$ cat config.mk
export PLATFORM = sky130hd
export DESIGN_NAME = link_datapath_flat
export DESIGN_NICKNAME = d
export VERILOG_FILES = /design/src/rtl/link_datapath_if.sv /design/src/rtl/link_datapath.sv /design/src/flat_wrapper.sv
export SDC_FILE = /design/constraint.sdc
export NUM_CORES = 1
export LEC_CHECK = 0
export BUFFER_PORTS_ARGS = -buffer_cell sky130_fd_sc_hd__buf_4
export CORE_ASPECT_RATIO = 1.5
export CORE_MARGIN = 8
export CORE_UTILIZATION = 60
export CTS_CLUSTER_SIZE = 24
export DETAILED_ROUTE_END_ITERATION = 8
export PLACE_DENSITY = 0.8
export SLEW_MARGIN = 20
export SYNTH_ARGS = -nofsm -noshare
export SYNTH_HDL_FRONTEND = slang
export SYNTH_SLANG_ARGS = --single-unit
$ cat constraint.sdc
create_clock -name clock -period 4.1 [get_ports clock]
set_input_delay 0.41 -clock clock [delete_from_list [all_inputs] [get_ports clock]]
set_output_delay 0.41 -clock clock [all_outputs]
set_load 0.01 [all_outputs]
$ cat src/rtl/link_datapath_if.sv
// Link between the player control FSM and the datapath: command levels,
// done pulses, the VGA pixel-write port and the player state.
interface link_datapath_if;
  logic       init;
  logic       idle;
  logic       attack;
  logic       up;
  logic       down;
  logic       left;
  logic       right;
  logic       draw;
  logic       init_done;
  logic       idle_done;
  logic       attack_done;
  logic       move_done;
  logic       draw_done;
  logic [7:0] vga_x;
  logic [6:0] vga_y;
  logic [2:0] vga_colour;
  logic       vga_plot;
  logic [7:0] pos_x;
  logic [6:0] pos_y;
  logic [1:0] facing;

  modport master (
    output init, idle, attack, up, down, left, right, draw,
    input  init_done, idle_done, attack_done, move_done, draw_done,
    input  vga_x, vga_y, vga_colour, vga_plot, pos_x, pos_y, facing
  );

  modport slave (
    input  init, idle, attack, up, down, left, right, draw,
    output init_done, idle_done, attack_done, move_done, draw_done,
    output vga_x, vga_y, vga_colour, vga_plot, pos_x, pos_y, facing
  );
endinterface

$ cat src/rtl/link_datapath.sv
// Player datapath: answers controller commands with done pulses, keeps the
// player position/facing/attack flag and drives the VGA pixel-write port.
//
// state    | meaning
// ---------+--------------------------------------------------------
// ST_WAIT  | accept the highest-priority armed command, count idle
// ST_CLEAR | paint the whole screen with the background colour
// ST_MOVE  | one cycle, move_done high (position already updated)
// ST_ATK   | attack in progress for ATTACK_CYCLES cycles
// ST_ERASE | background over the sprite block at the old position
// ST_PAINT | sprite block at the current position
// ST_DONE  | one cycle, done pulse for init/attack/draw
module link_datapath #(
  parameter int         SCREEN_W      = 160,
  parameter int         SCREEN_H      = 120,
  parameter int         SPRITE_SIZE   = 8,
  parameter int         START_X       = 76,
  parameter int         START_Y       = 56,
  parameter int         STEP          = 1,
  parameter int         IDLE_CYCLES   = 833333,
  parameter int         ATTACK_CYCLES = 8,
  parameter logic [2:0] BG_COLOUR     = 3'b010,
  parameter logic [2:0] PLAYER_COLOUR = 3'b110,
  parameter logic [2:0] ATTACK_COLOUR = 3'b100
) (
  input logic            clock,
  input logic            reset,
  link_datapath_if.slave bus
);
  localparam int SW    = (SPRITE_SIZE > 1) ? $clog2(SPRITE_SIZE) : 1;
  localparam int IW    = (IDLE_CYCLES > 1) ? $clog2(IDLE_CYCLES) : 1;
  localparam int AW    = (ATTACK_CYCLES > 1) ? $clog2(ATTACK_CYCLES) : 1;
  localparam int MAX_X = SCREEN_W - SPRITE_SIZE;
  localparam int MAX_Y = SCREEN_H - SPRITE_SIZE;

  // bit positions in the command vector, highest index wins
  localparam int C_RIGHT  = 0;
  localparam int C_LEFT   = 1;
  localparam int C_DOWN   = 2;
  localparam int C_UP     = 3;
  localparam int C_ATTACK = 4;
  localparam int C_DRAW   = 5;
  localparam int C_INIT   = 6;

  typedef enum logic [2:0] {
    ST_WAIT, ST_CLEAR, ST_MOVE, ST_ATK, ST_ERASE, ST_PAINT, ST_DONE
  } state_t;
  typedef enum logic [1:0] {OP_INIT, OP_ATTACK, OP_DRAW} op_t;

  state_t          state, state_n;
  op_t             op;
  logic [6:0]      cmd, armed, avail, accept;
  logic            idle_run;
  logic [IW-1:0]   idle_cnt;
  logic [7:0]      clr_x, clr_x_n;
  logic [6:0]      clr_y, clr_y_n;
  logic [SW-1:0]   col, col_n, row, row_n;
  logic [AW-1:0]   atk_cnt, atk_cnt_n;
  logic [7:0]      pos_x, old_x, mv_x, vga_x, vga_x_n;
  logic [6:0]      pos_y, old_y, mv_y, vga_y, vga_y_n;
  logic [1:0]      facing, mv_facing;
  logic [2:0]      vga_colour, vga_colour_n;
  logic            vga_plot, vga_plot_n;
  logic            atk_flag;

  assign cmd      = {bus.init, bus.draw, bus.attack, bus.up, bus.down, bus.left, bus.right};
  assign avail    = cmd & armed;
  assign idle_run = (state == ST_WAIT) && bus.idle && (cmd == '0);

  // State register.
  always_ff @(posedge clock) begin
    if (reset) state <= ST_WAIT;
    else       state <= state_n;
  end

  // Next state, counter updates, next pixel and move target.
  always_comb begin
    state_n   = state;
    accept    = '0;
    clr_x_n   = clr_x;
    clr_y_n   = clr_y;
    col_n     = col;
    row_n     = row;
    atk_cnt_n = atk_cnt;
    case (state)
      ST_WAIT: begin
        if (avail[C_INIT]) begin
          accept[C_INIT] = 1'b1; state_n = ST_CLEAR; clr_x_n = '0; clr_y_n = '0;
        end else if (avail[C_DRAW]) begin
          accept[C_DRAW] = 1'b1; state_n = ST_ERASE; col_n = '0; row_n = '0;
        end else if (avail[C_ATTACK]) begin
          accept[C_ATTACK] = 1'b1; state_n = ST_ATK; atk_cnt_n = '0;
        end else if (avail[C_UP]) begin
          accept[C_UP] = 1'b1; state_n = ST_MOVE;
        end else if (avail[C_DOWN]) begin
          accept[C_DOWN] = 1'b1; state_n = ST_MOVE;
        end else if (avail[C_LEFT]) begin
          accept[C_LEFT] = 1'b1; state_n = ST_MOVE;
        end else if (avail[C_RIGHT]) begin
          accept[C_RIGHT] = 1'b1; state_n = ST_MOVE;
        end
      end
      ST_CLEAR: begin
        if (clr_x == 8'(SCREEN_W - 1)) begin
          clr_x_n = '0;
          if (clr_y == 7'(SCREEN_H - 1)) state_n = ST_DONE;
          else                           clr_y_n = clr_y + 7'd1;
        end else begin
          clr_x_n = clr_x + 8'd1;
        end
      end
      ST_MOVE: state_n = ST_WAIT;
      ST_ATK: begin
        if (atk_cnt == AW'(ATTACK_CYCLES - 1)) state_n = ST_DONE;
        else                                   atk_cnt_n = atk_cnt + AW'(1);
      end
      ST_ERASE, ST_PAINT: begin
        if (col == SW'(SPRITE_SIZE - 1)) begin
          col_n = '0;
          if (row == SW'(SPRITE_SIZE - 1)) begin
            row_n   = '0;
            state_n = (state == ST_ERASE) ? ST_PAINT : ST_DONE;
          end else begin
            row_n = row + SW'(1);
          end
        end else begin
          col_n = col + SW'(1);
        end
      end
      ST_DONE: state_n = ST_WAIT;
      default: state_n = ST_WAIT;
    endcase

    // The pixel registers are loaded with the pixel of the coming cycle so
    // that vga_plot is high exactly while the FSM sits in a plotting state.
    vga_x_n      = vga_x;
    vga_y_n      = vga_y;
    vga_colour_n = vga_colour;
    vga_plot_n   = 1'b0;
    case (state_n)
      ST_CLEAR: begin
        vga_x_n = clr_x_n; vga_y_n = clr_y_n; vga_colour_n = BG_COLOUR; vga_plot_n = 1'b1;
      end
      ST_ERASE: begin
        vga_x_n = old_x + 8'(col_n); vga_y_n = old_y + 7'(row_n);
        vga_colour_n = BG_COLOUR; vga_plot_n = 1'b1;
      end
      ST_PAINT: begin
        vga_x_n = pos_x + 8'(col_n); vga_y_n = pos_y + 7'(row_n);
        vga_colour_n = atk_flag ? ATTACK_COLOUR : PLAYER_COLOUR; vga_plot_n = 1'b1;
      end
      default: ;
    endcase

    mv_x      = pos_x;
    mv_y      = pos_y;
    mv_facing = facing;
    if (accept[C_UP]) begin
      mv_facing = 2'b00;
      mv_y      = (pos_y >= 7'(STEP)) ? pos_y - 7'(STEP) : '0;
    end else if (accept[C_DOWN]) begin
      mv_facing = 2'b01;
      mv_y      = (({1'b0, pos_y} + 8'(STEP)) >= 8'(MAX_Y)) ? 7'(MAX_Y) : pos_y + 7'(STEP);
    end else if (accept[C_LEFT]) begin
      mv_facing = 2'b10;
      mv_x      = (pos_x >= 8'(STEP)) ? pos_x - 8'(STEP) : '0;
    end else if (accept[C_RIGHT]) begin
      mv_facing = 2'b11;
      mv_x      = (({1'b0, pos_x} + 9'(STEP)) >= 9'(MAX_X)) ? 8'(MAX_X) : pos_x + 8'(STEP);
    end
  end

  // Datapath registers: re-arm tracking, counters, player state, pixel port.
  always_ff @(posedge clock) begin
    if (reset) begin
      armed      <= '1;
      idle_cnt   <= '0;
      clr_x      <= '0;
      clr_y      <= '0;
      col        <= '0;
      row        <= '0;
      atk_cnt    <= '0;
      op         <= OP_INIT;
      pos_x      <= 8'(START_X);
      pos_y      <= 7'(START_Y);
      old_x      <= 8'(START_X);
      old_y      <= 7'(START_Y);
      facing     <= 2'b01;
      atk_flag   <= 1'b0;
      vga_x      <= '0;
      vga_y      <= '0;
      vga_colour <= '0;
      vga_plot   <= 1'b0;
    end else begin
      // a command re-arms once it has been seen low
      armed      <= (armed & ~accept) | ~cmd;
      if (idle_run) idle_cnt <= (idle_cnt == IW'(IDLE_CYCLES - 1)) ? '0 : idle_cnt + IW'(1);
      else          idle_cnt <= '0;
      clr_x      <= clr_x_n;
      clr_y      <= clr_y_n;
      col        <= col_n;
      row        <= row_n;
      atk_cnt    <= atk_cnt_n;
      vga_x      <= vga_x_n;
      vga_y      <= vga_y_n;
      vga_colour <= vga_colour_n;
      vga_plot   <= vga_plot_n;
      if (accept[C_INIT]) begin
        op       <= OP_INIT;
        pos_x    <= 8'(START_X);
        pos_y    <= 7'(START_Y);
        old_x    <= 8'(START_X);
        old_y    <= 7'(START_Y);
        facing   <= 2'b01;
        atk_flag <= 1'b0;
      end
      if (accept[C_DRAW]) op <= OP_DRAW;
      if (accept[C_ATTACK]) begin
        op       <= OP_ATTACK;
        atk_flag <= 1'b1;
      end
      if (|accept[C_UP:C_RIGHT]) begin
        old_x  <= pos_x;
        old_y  <= pos_y;
        pos_x  <= mv_x;
        pos_y  <= mv_y;
        facing <= mv_facing;
      end
      if (state == ST_PAINT && state_n == ST_DONE) begin
        old_x    <= pos_x;
        old_y    <= pos_y;
        atk_flag <= 1'b0;
      end
    end
  end

  assign bus.init_done   = (state == ST_DONE) && (op == OP_INIT);
  assign bus.attack_done = (state == ST_DONE) && (op == OP_ATTACK);
  assign bus.draw_done   = (state == ST_DONE) && (op == OP_DRAW);
  assign bus.move_done   = (state == ST_MOVE);
  assign bus.idle_done   = idle_run && (idle_cnt == IW'(IDLE_CYCLES - 1));
  assign bus.vga_x       = vga_x;
  assign bus.vga_y       = vga_y;
  assign bus.vga_colour  = vga_colour;
  assign bus.vga_plot    = vga_plot;
  assign bus.pos_x       = pos_x;
  assign bus.pos_y       = pos_y;
  assign bus.facing      = facing;
endmodule

$ cat src/flat_wrapper.sv
// flat-port wrapper written by rule: the top's interface ports become plain ports
module link_datapath_flat 
#(
  parameter int         SCREEN_W      = 160,
  parameter int         SCREEN_H      = 120,
  parameter int         SPRITE_SIZE   = 8,
  parameter int         START_X       = 76,
  parameter int         START_Y       = 56,
  parameter int         STEP          = 1,
  parameter int         IDLE_CYCLES   = 833333,
  parameter int         ATTACK_CYCLES = 8,
  parameter logic [2:0] BG_COLOUR     = 3'b010,
  parameter logic [2:0] PLAYER_COLOUR = 3'b110,
  parameter logic [2:0] ATTACK_COLOUR = 3'b100
)
  (clock, reset, bus_init, bus_idle, bus_attack, bus_up, bus_down, bus_left, bus_right, bus_draw, bus_init_done, bus_idle_done, bus_attack_done, bus_move_done, bus_draw_done, bus_vga_x, bus_vga_y, bus_vga_colour, bus_vga_plot, bus_pos_x, bus_pos_y, bus_facing);
  link_datapath_if bus_i ();
  input logic clock;
  input logic reset;
  input wire logic [$bits(bus_i.init)-1:0] bus_init;
  input wire logic [$bits(bus_i.idle)-1:0] bus_idle;
  input wire logic [$bits(bus_i.attack)-1:0] bus_attack;
  input wire logic [$bits(bus_i.up)-1:0] bus_up;
  input wire logic [$bits(bus_i.down)-1:0] bus_down;
  input wire logic [$bits(bus_i.left)-1:0] bus_left;
  input wire logic [$bits(bus_i.right)-1:0] bus_right;
  input wire logic [$bits(bus_i.draw)-1:0] bus_draw;
  output wire logic [$bits(bus_i.init_done)-1:0] bus_init_done;
  output wire logic [$bits(bus_i.idle_done)-1:0] bus_idle_done;
  output wire logic [$bits(bus_i.attack_done)-1:0] bus_attack_done;
  output wire logic [$bits(bus_i.move_done)-1:0] bus_move_done;
  output wire logic [$bits(bus_i.draw_done)-1:0] bus_draw_done;
  output wire logic [$bits(bus_i.vga_x)-1:0] bus_vga_x;
  output wire logic [$bits(bus_i.vga_y)-1:0] bus_vga_y;
  output wire logic [$bits(bus_i.vga_colour)-1:0] bus_vga_colour;
  output wire logic [$bits(bus_i.vga_plot)-1:0] bus_vga_plot;
  output wire logic [$bits(bus_i.pos_x)-1:0] bus_pos_x;
  output wire logic [$bits(bus_i.pos_y)-1:0] bus_pos_y;
  output wire logic [$bits(bus_i.facing)-1:0] bus_facing;
  assign bus_i.init = bus_init;
  assign bus_i.idle = bus_idle;
  assign bus_i.attack = bus_attack;
  assign bus_i.up = bus_up;
  assign bus_i.down = bus_down;
  assign bus_i.left = bus_left;
  assign bus_i.right = bus_right;
  assign bus_i.draw = bus_draw;
  assign bus_init_done = bus_i.init_done;
  assign bus_idle_done = bus_i.idle_done;
  assign bus_attack_done = bus_i.attack_done;
  assign bus_move_done = bus_i.move_done;
  assign bus_draw_done = bus_i.draw_done;
  assign bus_vga_x = bus_i.vga_x;
  assign bus_vga_y = bus_i.vga_y;
  assign bus_vga_colour = bus_i.vga_colour;
  assign bus_vga_plot = bus_i.vga_plot;
  assign bus_pos_x = bus_i.pos_x;
  assign bus_pos_y = bus_i.pos_y;
  assign bus_facing = bus_i.facing;
  link_datapath #(.SCREEN_W(SCREEN_W), .SCREEN_H(SCREEN_H), .SPRITE_SIZE(SPRITE_SIZE), .START_X(START_X), .START_Y(START_Y), .STEP(STEP), .IDLE_CYCLES(IDLE_CYCLES), .ATTACK_CYCLES(ATTACK_CYCLES), .BG_COLOUR(BG_COLOUR), .PLAYER_COLOUR(PLAYER_COLOUR), .ATTACK_COLOUR(ATTACK_COLOUR)) u_core (.clock(clock), .reset(reset), .bus(bus_i));
endmodule
Yosys cells after proc, flatten, opt, wreduce, memory -nomap -nowiden:

Index checks and enable logic that the tools add are counted.
W data, S select, Z words.

* add/sub/neg operators: 16
* muxes and demuxes: 83
* $lt $le $gt $ge: 4
* bitwise operators: 6
* equality and inequality tests: 27
* reductions and logical operators: 29

Operators by type and width (number)
* $mux W8: 12
* $mux W7: 12
* $mux W3: 24
* $eq A3 B3 Y1 const B: 9
* $pmux W3 S2: 4
* $pmux W8 S3: 1
* $mux W2: 11
* $pmux W7 S3: 1
* $add A20 B1 Y20 const B: 1
* $eq A20 B20 Y1 const B: 1
* $add A8 B1 Y8 const B: 2
* $add A8 B3 Y8: 2
* $pmux W8 S2: 1
* $add A7 B1 Y7 const B: 2
* $add A7 B3 Y7: 2
* $and A7 B7 Y7: 2
* $not A7 Y7: 2
* $pmux W7 S2: 1
* $mux W1: 12
* $pmux W3 S4: 1
* $ne A2 B2 Y1 const B: 5
* $reduce_bool A2 Y1: 5
* $add A3 B1 Y3 const B: 3
* $add A8 B1 Y9 const B: 1
* other kinds (32): 48

* logic and storage cells: 185
* input bits: 10
* output and inout bits: 41
* register bits: 108

Longest topological paths before layout:

Gate-level depths: netlist of run 1.

* depth in word-level cells: 14
* gate-level depth with buffers: 16
* gate-level depth less buffers: 14

Least setup slack after synthesis of run 1:

OpenSTA, ideal clock, no wires.

* path kind: reg-to-reg
* start point: register u_core.col[0]
* end point: register u_core.vga_y[4] (netlist: u_core.bus.vga_y[4])
* data arrival time: 3.256 ns
* required time: 4.025 ns
* setup slack: 0.770 ns
* stages on the path, launching flop included: 17
* path buffers: 2
* clock period less this slack: 3.330 ns
* path through: dfxtp_1 -> ha_1 -> ha_1 -> a21bo_2 -> a21oi_1 -> buf_2 -> buf_2 -> mux2_2 -> ha_1 -> inv_1 -> fa_1 -> nor2b_1 -> o21ai_0 -> xnor2_1 -> mux2i_1 -> mux2_2 -> o22ai_1

* longest elaborated chain between the ends: 5
* elaborated cells between the ends (all ways): 12
* those cells by class: add/sub (2); eq/ne (4); mux (5); reduce/logical (1)

RTL lines
* start: declaration: RTL line link_datapath.sv:57 `logic [SW-1:0] col, col_n, row, row_n;`
* start signal: assignment: RTL line link_datapath.sv:201 `col <= col_n;`
* $eq A3 B3 Y1 *: RTL line link_datapath.sv:118 `if (col == SW'(SPRITE_SIZE - 1)) begin`
* $mux W3: RTL line link_datapath.sv:118
* $pmux W3 S2 or $pmux W3 S4 (tied branches): RTL line link_datapath.sv:85 `case (state)`
* $add A7 B3 Y7 (tied with other cells): RTL line link_datapath.sv:149 `vga_x_n = pos_x + 8'(col_n); vga_y_n = pos_y + 7'(row_n);`
* $pmux W7 S3 or $reduce_bool A3 Y1 (tied branches)
* end signal: assignment: RTL line link_datapath.sv:205 `vga_y <= vga_y_n;`
* end: declaration: RTL line link_datapath.sv:60 `logic [6:0] pos_y, old_y, mv_y, vga_y, vga_y_n;`

Every way passes the cells marked *; elsewhere a longest branch is shown, timed or not.
A chain may end at the register's enable or synchronous reset.

Worst setup path after layout of run 1:

* start point: register u_core.state[1]
* end point: register u_core.vga_x[7] (netlist: u_core.bus.vga_x[7])

* elaborated cells between the ends (all ways): 29
* those cells by class: add/sub (2); eq/ne (7); mux (17); reduce/logical (3)

RTL lines
* start: declaration: RTL line link_datapath.sv:50 `state_t state, state_n;`
* start signal: assignment: RTL line link_datapath.sv:73 `else state <= state_n;`
* $eq A3 B3 Y1: RTL line link_datapath.sv:85
* $reduce_or A2 Y1: RTL line link_datapath.sv:85
* $pmux W3 S2 *: RTL line link_datapath.sv:85
* named net u_core.col_n[1]: RTL line link_datapath.sv:57
* $add A8 B3 Y8, on equally long branches: RTL line link_datapath.sv:149, link_datapath.sv:145
* $pmux W8 S3 *: RTL line link_datapath.sv:140 `case (state_n)`
* end signal: assignment: RTL line link_datapath.sv:204 `vga_x <= vga_x_n;`
* end: declaration: RTL line link_datapath.sv:59 `logic [7:0] pos_x, old_x, mv_x, vga_x, vga_x_n;`

The timed path passes the listed nets; every way through them passes the cells marked *.

==> results of run 1 <==
## critical path, cell delays in order, from the launching register on
cell and delay, ns:
dfxtp_1 0.50, nor3_2 0.39, nand2_1 0.11, nor2_1 0.23, nor2_1 0.11, a22oi_1 0.37, inv_1 0.09, ha_1 0.31
a211oi_1 0.50, nor2_1 0.17, nand3_1 0.16, xnor2_1 0.11, o2111ai_1 0.19, o311ai_1 0.12
## path summary, 6_finish.rpt
| path | endpoint | cells after the start | slack, ns | from |
|---|---|---|---|---|
| hold reg to reg | u_core.bus.vga_y[3] | 2 | 0.47 | u_core.bus.vga_y[3] |
| setup / recovery | u_core.bus.vga_x[7] | 13 | 0.60 | u_core.state[1] |
| hold / removal | u_core.armed[0] | 2 | 0.27 | bus_right |
| setup reg to reg | u_core.bus.vga_x[7] | 13 | 0.60 | u_core.state[1] |
## flip-flops by register name, summed over array words and instances (netlist names), 2 cells and up
| name | count |
|---|---|
| u_core.idle_cnt | 20 |
| u_core.bus.pos_x | 8 |
| u_core.bus.vga_x | 8 |
| u_core.clr_x | 8 |
| u_core.old_x | 8 |
| u_core.armed | 7 |
| u_core.bus.pos_y | 7 |
| u_core.bus.vga_y | 7 |
| u_core.clr_y | 7 |
| u_core.old_y | 7 |
| u_core.atk_cnt | 3 |
| u_core.col | 3 |
| u_core.row | 3 |
| u_core.state | 3 |
| u_core.bus.facing | 2 |
| u_core.bus.vga_colour | 2 |
| u_core.op | 2 |
## cells by family after synthesis
| kind of cell | Yosys count | share of synthesized area, % |
|---|---|---|
| AND/OR/NAND/NOR | 352 | 27.9 |
| AO/OA/AOI/OAI | 186 | 20.3 |
| flip-flops | 107 | 33.2 |
| buffers and inverters | 70 | 4.66 |
| XOR/XNOR | 37 | 5.03 |
| adder cells (fa/ha/maj) | 24 | 4.89 |
| multiplexers | 24 | 3.98 |
| other | 1 | 0.0582 |
## cell usage after synthesis, types with 4 or more instances
cell type | count | area share (%)
a211o_1 | 5 | 0.68
a211oi_1 | 5 | 0.58
a21oi_1 | 42 | 3.3
a221oi_1 | 5 | 0.68
a22oi_1 | 7 | 0.81
a31oi_1 | 10 | 0.97
and2_1 | 16 | 1.6
and3_1 | 6 | 0.58
buf_1 | 5 | 0.29
buf_2 | 12 | 0.93
buf_4 | 4 | 0.47
clkbuf_1 | 21 | 1.2
dfxtp_1 | 107 | 33
ha_1 | 22 | 4.3
inv_1 | 27 | 1.6
mux2_2 | 9 | 1.6
mux2i_1 | 14 | 2.2
nand2_1 | 75 | 4.4
nand2b_1 | 8 | 0.78
nand3_1 | 43 | 3.3
nand3b_1 | 6 | 0.70
nand4_1 | 11 | 1.1
nor2_1 | 87 | 5.1
nor2b_1 | 4 | 0.39
nor3_1 | 39 | 3.0
nor3b_1 | 4 | 0.47
nor4_1 | 7 | 0.68
o2111ai_1 | 5 | 0.68
o211ai_1 | 5 | 0.58
o21ai_0 | 39 | 3.0
o22ai_1 | 7 | 0.68
o31ai_1 | 10 | 1.2
or3_1 | 15 | 1.5
xnor2_1 | 22 | 3.0
xor2_1 | 15 | 2.0
## per-layer routing
layer,up-vias,global-route usage (%)
met3,54,4.09
met2,236,43.3
met1,2894,27.1
met5,-,0
li1,2968,-
met4,0,12.9
## layout make-up
type                       count  area (um^2)  share of cell area [%]
clock buffer                  11          243                    3.36
clock inverter                 5          100                    1.39
inverter                      27          101                    1.40
multi-input combinational    624         4020                    55.7
sequential                   107         2140                    29.7
tap                          144          180                    2.50
timing repair buffer          57          428                    5.93
## report_power, final
group	switching, mW	leakage (nW)	total, mW	internal [mW]
logic	0.345	1.59	0.551	0.206
registers	0.0487	0.866	1.13	1.09
clock network	0.391	0.169	1.00	0.612
total	0.785	2.63	2.69	1.90
## what timing repair did
| item | CTS | global route |
|---|---|---|
| resized for setup | 0 | 1 |
| hold buffers | 0 | 0 |
| setup buffers | 0 | 0 |
| setup endpoints to repair | 0 | 1 |
==> flow_metrics.env, run 1 <==
export IMPL_synth_edf_count=0
export IMPL_clkTransAtPathRegs_ns=0.07
export IMPL_setup_tns_ns=0
export IMPL_post_place_ws_ns=0.620
export IMPL_final_common_cell="dfxtp_1"
export IMPL_ys_warn_count=0
export IMPL_power_density_mw_per_mm2=373
export IMPL_finalCriticalPeriod_ns=3.50
export IMPL_dieWidth_um=101
export IMPL_ant_nets=0
export IMPL_numPortBuffers=49
export IMPL_grt_pass1_wl_mm=28.6
export IMPL_slew_viol_final=0
export IMPL_synth_avg_cell_area_um2=8.05
export IMPL_vias=6152
export IMPL_top_layer="met4"
export IMPL_io_pins=51
export IMPL_async_reset_ff_share_pct=0
export IMPL_grt_pass1_vias=6049
export IMPL_fmax_mhz=286
export IMPL_setup_ws_ns=0.598
export IMPL_total_power_mw=2.69
export IMPL_grt_overflow_total=0
export IMPL_wl_met2_mm=9.02
export IMPL_setup_viol=0
export IMPL_cts_buffers_inserted=9
export IMPL_die_area_mm2=0.0144
export IMPL_htreeDepth=3
export IMPL_wire_per_inst_um=17.9
export IMPL_clockBufferDepth=2
export IMPL_grt_usage_pct=24.5
export IMPL_yosysUniqueCellTypes=86
export IMPL_ys_seq_area_share_pct=33.2
export IMPL_routed_wl_mm=17.4
export IMPL_whs_ns=0.274
export IMPL_wl_met1_mm=6.90
export IMPL_final_cell_mix="107 x dfxtp_1, 87 x nor2_1, 75 x nand2_1"
export IMPL_final_cell_area_mm2=0.00722
export IMPL_synth_flop_cell="dfxtp_1"
export IMPL_syn_num_nets=835
export IMPL_arrival_ns=3.71
export IMPL_fillCellCount=916
export IMPL_required_ns=4.31
export IMPL_slew_headroom_pct=48.3
export IMPL_post_route_util_pct=68.5
export IMPL_dr_pass1_iters=5
export IMPL_synthCells=801
export IMPL_post_route_period_util_pct=85.4
export IMPL_p_leak_nw=2.63
export IMPL_cts_root_buf="clkbuf_16"
export IMPL_drive_above_1_share_pct=13.0
export IMPL_finalHoldViolations=0
export IMPL_tightest_slew_ns=0.773
export IMPL_status="complete, no violations"
export IMPL_core_area_mm2=0.0105
export IMPL_synth_area_mm2=0.00645
export IMPL_die_h_um=143
export IMPL_n_antenna_cell=0
export IMPL_crit_path_end_kind="flop"
export IMPL_cts_sinks=107
export IMPL_drc=0
export IMPL_wl_met3_um=897
export IMPL_dp_cells=959
export IMPL_synth_seq_cells=107
export IMPL_syn2layout_area_growth_pct=11.9
export IMPL_fin_cells=975
export IMPL_critical_path_peak_fanout=16
export IMPL_place_area_mm2=0.00687
export IMPL_first_iter_violations=449
export IMPL_cp_start_kind="flop"
export IMPL_grt_setup_unrepaired="false"
export IMPL_min_path_type="in2reg"
export IMPL_nNetsFinal=860
export IMPL_finClkSkew_ns=0.00839
export IMPL_dp_hpwl_mm=12.6
export IMPL_gp_congestion=0.901
export IMPL_cts_tree="done"
export IMPL_rows=46
export IMPL_via_per_inst=6.31
export IMPL_start_util_pct=61.2
export IMPL_critPathKind="reg2reg"
export IMPL_ir_worst_vdd_mv=0.209
export IMPL_drv_cap=0
export IMPL_clock_latency_ns=0.35
export IMPL_grt_start_max_net_pins=50
export IMPL_antenna_found_initial=0
Power figures use the tool's default switching activity.
==> run 2, diff against run 1 <==
==> constraint.sdc (replaced) <==
create_clock -name clock -period 4.1 [get_ports clock]
set_input_delay 0.205 -clock clock [delete_from_list [all_inputs] [get_ports clock]]
set_output_delay 0.205 -clock clock [all_outputs]
set_load 0.01 [all_outputs]
==> run 2 against run 1 <==
Largest power group unchanged. Final cell count stayed put. Routed wire length is 1.2% higher. First-iteration DRC count is 5.6% lower. Critical path type unchanged.
==> flow_metrics.env, run 2 (same netlist as run 1, synthesis figures left out) <==
export IMPL_wl_met3_um=895
export IMPL_critPathKind="reg2reg"
export IMPL_die_h_um=143
export IMPL_holdPathEnd="u_core.armed[3]"
export IMPL_die_area_mm2=0.0144
export IMPL_wire_per_inst_um=18.1
export IMPL_slew_headroom_pct=46.2
export IMPL_cts_root_buf="clkbuf_16"
export IMPL_post_cts_buffers=0
export IMPL_final_cell_area_mm2=0.00720
export IMPL_grt_usage_pct=24.6
export IMPL_antenna_found_initial=0
export IMPL_clkTransAtPathRegs_ns=0.07
export IMPL_required_ns=4.31
export IMPL_vias=6213
export IMPL_status="complete, no violations"
export IMPL_total_power_mw=2.63
export IMPL_grt_pass1_vias=6065
export IMPL_multi_input_area_mm2=0.00402
export IMPL_htreeDepth=3
export IMPL_dieWidth_um=101
export IMPL_routed_wl_mm=17.7
export IMPL_ir_worst_vdd_mv=0.239
export IMPL_p_leak_nw=2.61
export IMPL_slew_viol_final=0
export IMPL_setup_ws_ns=0.410
export IMPL_first_iter_violations=424
export IMPL_largest_reg_flops=20
export IMPL_post_place_ws_ns=0.602
export IMPL_arrival_ns=3.90
export IMPL_setup_viol=0
export IMPL_n_antenna_cell=0
export IMPL_place_area_mm2=0.00687
export IMPL_cts_tree="done"
export IMPL_cp_start_kind="flop"
export IMPL_tightest_slew_ns=0.787
export IMPL_nNetsFinal=860
export IMPL_clockBufferDepth=2
export IMPL_cts_sinks=107
export IMPL_finalHoldViolations=0
export IMPL_wl_met1_mm=6.85
export IMPL_reg2reg_from="u_core.state[1]"
export IMPL_rows=46
export IMPL_syn2layout_area_growth_pct=11.6
export IMPL_reg2reg_slack_ns=0.41
export IMPL_grt_overflow_total=0
export IMPL_hold_depth=2
export IMPL_finClkSkew_ns=0.00648
export IMPL_regMostFlops="u_core.idle_cnt"
export IMPL_dp_hpwl_mm=12.7
export IMPL_final_cell_mix="107 x dfxtp_1, 87 x nor2_1, 75 x nand2_1"
export IMPL_post_route_period_util_pct=90.0
export IMPL_drive_above_1_share_pct=13.0
export IMPL_clock_latency_ns=0.35
export IMPL_ant_nets=0
export IMPL_post_cts_resized=0
export IMPL_cts_buffers_inserted=9
export IMPL_grt_pass1_wl_mm=28.6
export IMPL_whs_ns=0.0726
export IMPL_power_density_mw_per_mm2=366
export IMPL_cts_hold_buffers_added=0
export IMPL_min_path_type="in2reg"
export IMPL_finalCriticalPeriod_ns=3.69
export IMPL_gp_congestion=0.898
export IMPL_grt_start_max_net_pins=50
export IMPL_fmax_mhz=271
export IMPL_crit_path_end_kind="flop"
export IMPL_dr_pass1_iters=5
export IMPL_drc=0
export IMPL_start_util_pct=61.2
export IMPL_via_per_inst=6.37
export IMPL_final_common_cell="dfxtp_1"
export IMPL_numPortBuffers=49
export IMPL_rr_endpoint="u_core.bus.vga_x[5]"
export IMPL_top_layer="met4"
export IMPL_fillCellCount=869
export IMPL_setup_tns_ns=0
export IMPL_ff2ff_path_depth=13
export IMPL_drv_cap=0
export IMPL_grt_setup_unrepaired="false"
export IMPL_regArea_mm2=0.00214
export IMPL_core_area_mm2=0.0105
export IMPL_wl_met2_mm=9.27
export IMPL_min_from="bus_up"
export IMPL_critical_path_peak_fanout=16
export IMPL_io_pins=51
==> run 2: cell count changes in the layout (fill, tap and decap cells not counted) <==
cell,change
clkinvlp_4,+2
clkbuf_1,-1
bufinv_16,-1
nor3_2,-1
nor3_1,+1
clkinv_2,-1
clkinv_4,+1
==> run 2: how the worst max path moves through the flow <==
stage	start	end	slack, ns
after global placement	u_core.state[1]	u_core.bus.vga_x[7]	0.84
final	u_core.state[1]	u_core.bus.vga_x[5]	0.41
after CTS	u_core.state[1]	u_core.bus.vga_x[5]	0.45
after global routing	u_core.state[1]	u_core.bus.vga_x[5]	0.08
after floorplan	u_core.col[0]	u_core.bus.vga_y[4]	0.77
after detailed placement	u_core.state[1]	u_core.bus.vga_x[7]	0.60
==> run 2: layout make-up <==
cell class                 instances  share of cell area (%)
tap                              144                    2.50
sequential                       107                    29.8
timing repair buffer              57                    5.95
inverter                          27                    1.41
multi-input combinational        624                    55.8
clock inverter                     6                    1.23
clock buffer                      10                    3.32
==> run 2: layer usage <==
metal | up-vias | GRT usage, %
met5 | - | 0
met4 | 0 | 15.3
met3 | 50 | 3.80
met2 | 241 | 43.0
met1 | 2953 | 26.9
li1 | 2969 | -
==> run 2: power by group <==
| group | internal [mW] | leakage, nW | switching [mW] |
|---|---|---|---|
| logic | 0.205 | 1.59 | 0.342 |
| clock network | 0.552 | 0.155 | 0.402 |
| registers | 1.09 | 0.866 | 0.0469 |
| total | 1.84 | 2.61 | 0.790 |
==> run 2: worst max-delay path, stage by stage, from the launching register on <==
cell and delay [ns]:
dfxtp_1 0.50, nor3_1 0.54, nand2_1 0.15, nor2_1 0.25, nor2_1 0.11, a22oi_1 0.36, inv_1 0.09, ha_1 0.30
a211oi_1 0.51, nor3_1 0.18, xnor2_1 0.22, mux2i_1 0.10, a21oi_1 0.16, o22ai_1 0.08
==> run 2: metrics by stage <==
step / cells / util [%]
floorplan: 801 / -
global placement: 959 / 65.2
detailed placement: 959 / 65.2
CTS: 975 / 68.3
global route: 975 / 68.3
finish: 975 / 68.3
==> run 3, diff against run 2 <==
- CELL_PAD_IN_SITES_DETAIL_PLACEMENT: default -> 2
- CELL_PAD_IN_SITES_GLOBAL_PLACEMENT: default -> 2
- CORE_UTILIZATION: 60 -> 36
- PLACE_DENSITY: 0.8 -> default
- PLACE_DENSITY_LB_ADDON: default -> 0.1
==> run 3 against run 2 <==
Final area is 2.2% higher. Sequential share of layout area is 0.64 points lower. Highest routed layer unchanged. Count of clock-buffer cells in the layout is 1 higher. Power is 3.5% higher. Hold slack worse by 0.016 ns. First-iteration DRC count is 34% lower. Largest power group unchanged.
==> flow_metrics.env, run 3 (same netlist as run 1, synthesis figures left out) <==
export IMPL_post_cts_resized=0
export IMPL_drv_cap=0
export IMPL_cts_root_buf="clkbuf_16"
export IMPL_grt_overflow_total=0
export IMPL_cts_hold_buffers_added=0
export IMPL_dp_cells=1041
export IMPL_routed_wl_mm=24.2
export IMPL_min_from="bus_down"
export IMPL_reg2reg_from="u_core.state[2]"
export IMPL_vias=6366
export IMPL_rows=60
export IMPL_required_ns=4.39
export IMPL_tightest_slew_ns=0.962
export IMPL_grt_pass1_wl_mm=39.0
export IMPL_grt_usage_pct=21.6
export IMPL_gp_congestion=0.832
export IMPL_antenna_found_initial=0
export IMPL_core_area_mm2=0.0177
export IMPL_via_per_inst=6.02
export IMPL_final_cell_mix="107 x dfxtp_1, 87 x nor2_1, 75 x nand2_1"
export IMPL_n_antenna_cell=0
export IMPL_slew_viol_final=0
export IMPL_post_route_util_pct=41.5
export IMPL_largest_reg_flops=20
export IMPL_arrival_ns=3.87
export IMPL_dp_hpwl_mm=18.5
export IMPL_grt_pass1_vias=7242
export IMPL_wire_per_inst_um=22.9
export IMPL_cts_sinks=107
export IMPL_min_path_type="in2reg"
export IMPL_cts_buffers_inserted=9
export IMPL_cts_tree="done"
export IMPL_dieWidth_um=125
export IMPL_crit_path_end_kind="flop"
export IMPL_drive_above_1_share_pct=13.8
export IMPL_reg2reg_slack_ns=0.51
export IMPL_holdPathEnd="u_core.armed[2]"
export IMPL_setup_viol=0
export IMPL_numPortBuffers=49
export IMPL_post_route_period_util_pct=87.4
export IMPL_first_iter_violations=280
export IMPL_p_leak_nw=2.65
export IMPL_rr_endpoint="u_core.bus.vga_y[4]"
export IMPL_nNetsFinal=869
export IMPL_clkTransAtPathRegs_ns=0.08
export IMPL_syn2layout_area_growth_pct=14.0
export IMPL_clockBufferDepth=2
export IMPL_ff2ff_path_depth=15
export IMPL_hold_depth=2
export IMPL_grt_setup_unrepaired="false"
export IMPL_status="complete, no violations"
export IMPL_grt_start_max_net_pins=50
export IMPL_fillCellCount=2035
export IMPL_critPathKind="reg2reg"
export IMPL_htreeDepth=3
export IMPL_clock_latency_ns=0.36
export IMPL_die_area_mm2=0.0225
export IMPL_critical_path_peak_fanout=16
export IMPL_fmax_mhz=279
export IMPL_power_density_mw_per_mm2=371
export IMPL_drc=0
export IMPL_setup_tns_ns=0
export IMPL_slew_headroom_pct=34.2
export IMPL_finalHoldViolations=0
export IMPL_start_util_pct=36.4
export IMPL_finalCriticalPeriod_ns=3.59
export IMPL_cp_start_kind="flop"
export IMPL_regMostFlops="u_core.idle_cnt"
export IMPL_ir_worst_vdd_mv=0.148
export IMPL_final_common_cell="dfxtp_1"
export IMPL_fin_cells=1057
export IMPL_io_pins=51
export IMPL_die_h_um=180
export IMPL_dr_pass1_iters=5
export IMPL_finClkSkew_ns=0.00706
export IMPL_ant_nets=0
export IMPL_post_cts_buffers=0
-- run 3: cell count changes in the layout (fill, tap and decap cells not counted), sizes merged --
cell    delta
buf        +9
clkbuf     +1
clkinv     -2
inv        +1
-- run 3: through the flow --
stage	instance area (um^2)	hold slack, ns	power (mW)	setup WS (ns)
floorplan	6450	0.277	1.53	0.770
global placement	7030	0.420	1.75	0.831
detailed placement	7030	0.433	1.77	0.598
CTS	7350	0.0524	2.76	0.462
global route	7350	0.0606	2.84	0.270
finish	7350	0.0562	2.73	0.515
-- run 3: worst max-delay path, cell delays in order, from the launching register on --
cell and delay, ns:
dfxtp_1 0.70, nor3_1 0.09, buf_4 0.17, nand2_1 0.10, nor2_1 0.09, a21oi_1 0.24, mux2_2 0.23, ha_1 0.17
inv_1 0.06, fa_1 0.40, nor2b_1 0.28, o21ai_0 0.17, xnor2_1 0.29, mux2i_1 0.13, mux2_2 0.28, o22ai_1 0.11
-- run 3: power by group --
part           internal, mW  switching, mW
clock network         0.556          0.426
registers              1.09         0.0495
logic                 0.218          0.391
total                  1.86          0.866
-- run 3: per-layer routing --
layer  routed length, um  global-route usage [%]  share of wire [%]
met5                   0                       0                  0
met4                 815                    9.25                3.4
met3                 584                    2.84                2.4
met2               13700                    43.4                 56
met1                9170                    21.3                 38
-- run 3: worst max-delay path by stage --
| stage | start | endpoint | slack, ns | cells after the start |
|---|---|---|---|---|
| floorplan | u_core.col[0] | u_core.bus.vga_y[4] | 0.77 | 16 |
| CTS | u_core.state[2] | u_core.bus.vga_y[4] | 0.46 | 15 |
| detailed placement | u_core.state[2] | u_core.bus.vga_y[4] | 0.60 | 15 |
| global route | u_core.state[2] | u_core.bus.vga_y[4] | 0.27 | 15 |
| global placement | u_core.col[0] | u_core.bus.vga_x[4] | 0.83 | 15 |
| finish | u_core.state[2] | u_core.bus.vga_y[4] | 0.51 | 15 |
-- run 3: cell type report --
type	instances	area, um^2	share of cell area (%)
inverter	27	101	1.38
tap	217	272	3.69
clock inverter	5	83.8	1.14
timing repair buffer	66	495	6.74
sequential	107	2140	29.1
multi-input combinational	624	4020	54.6
clock buffer	11	243	3.30
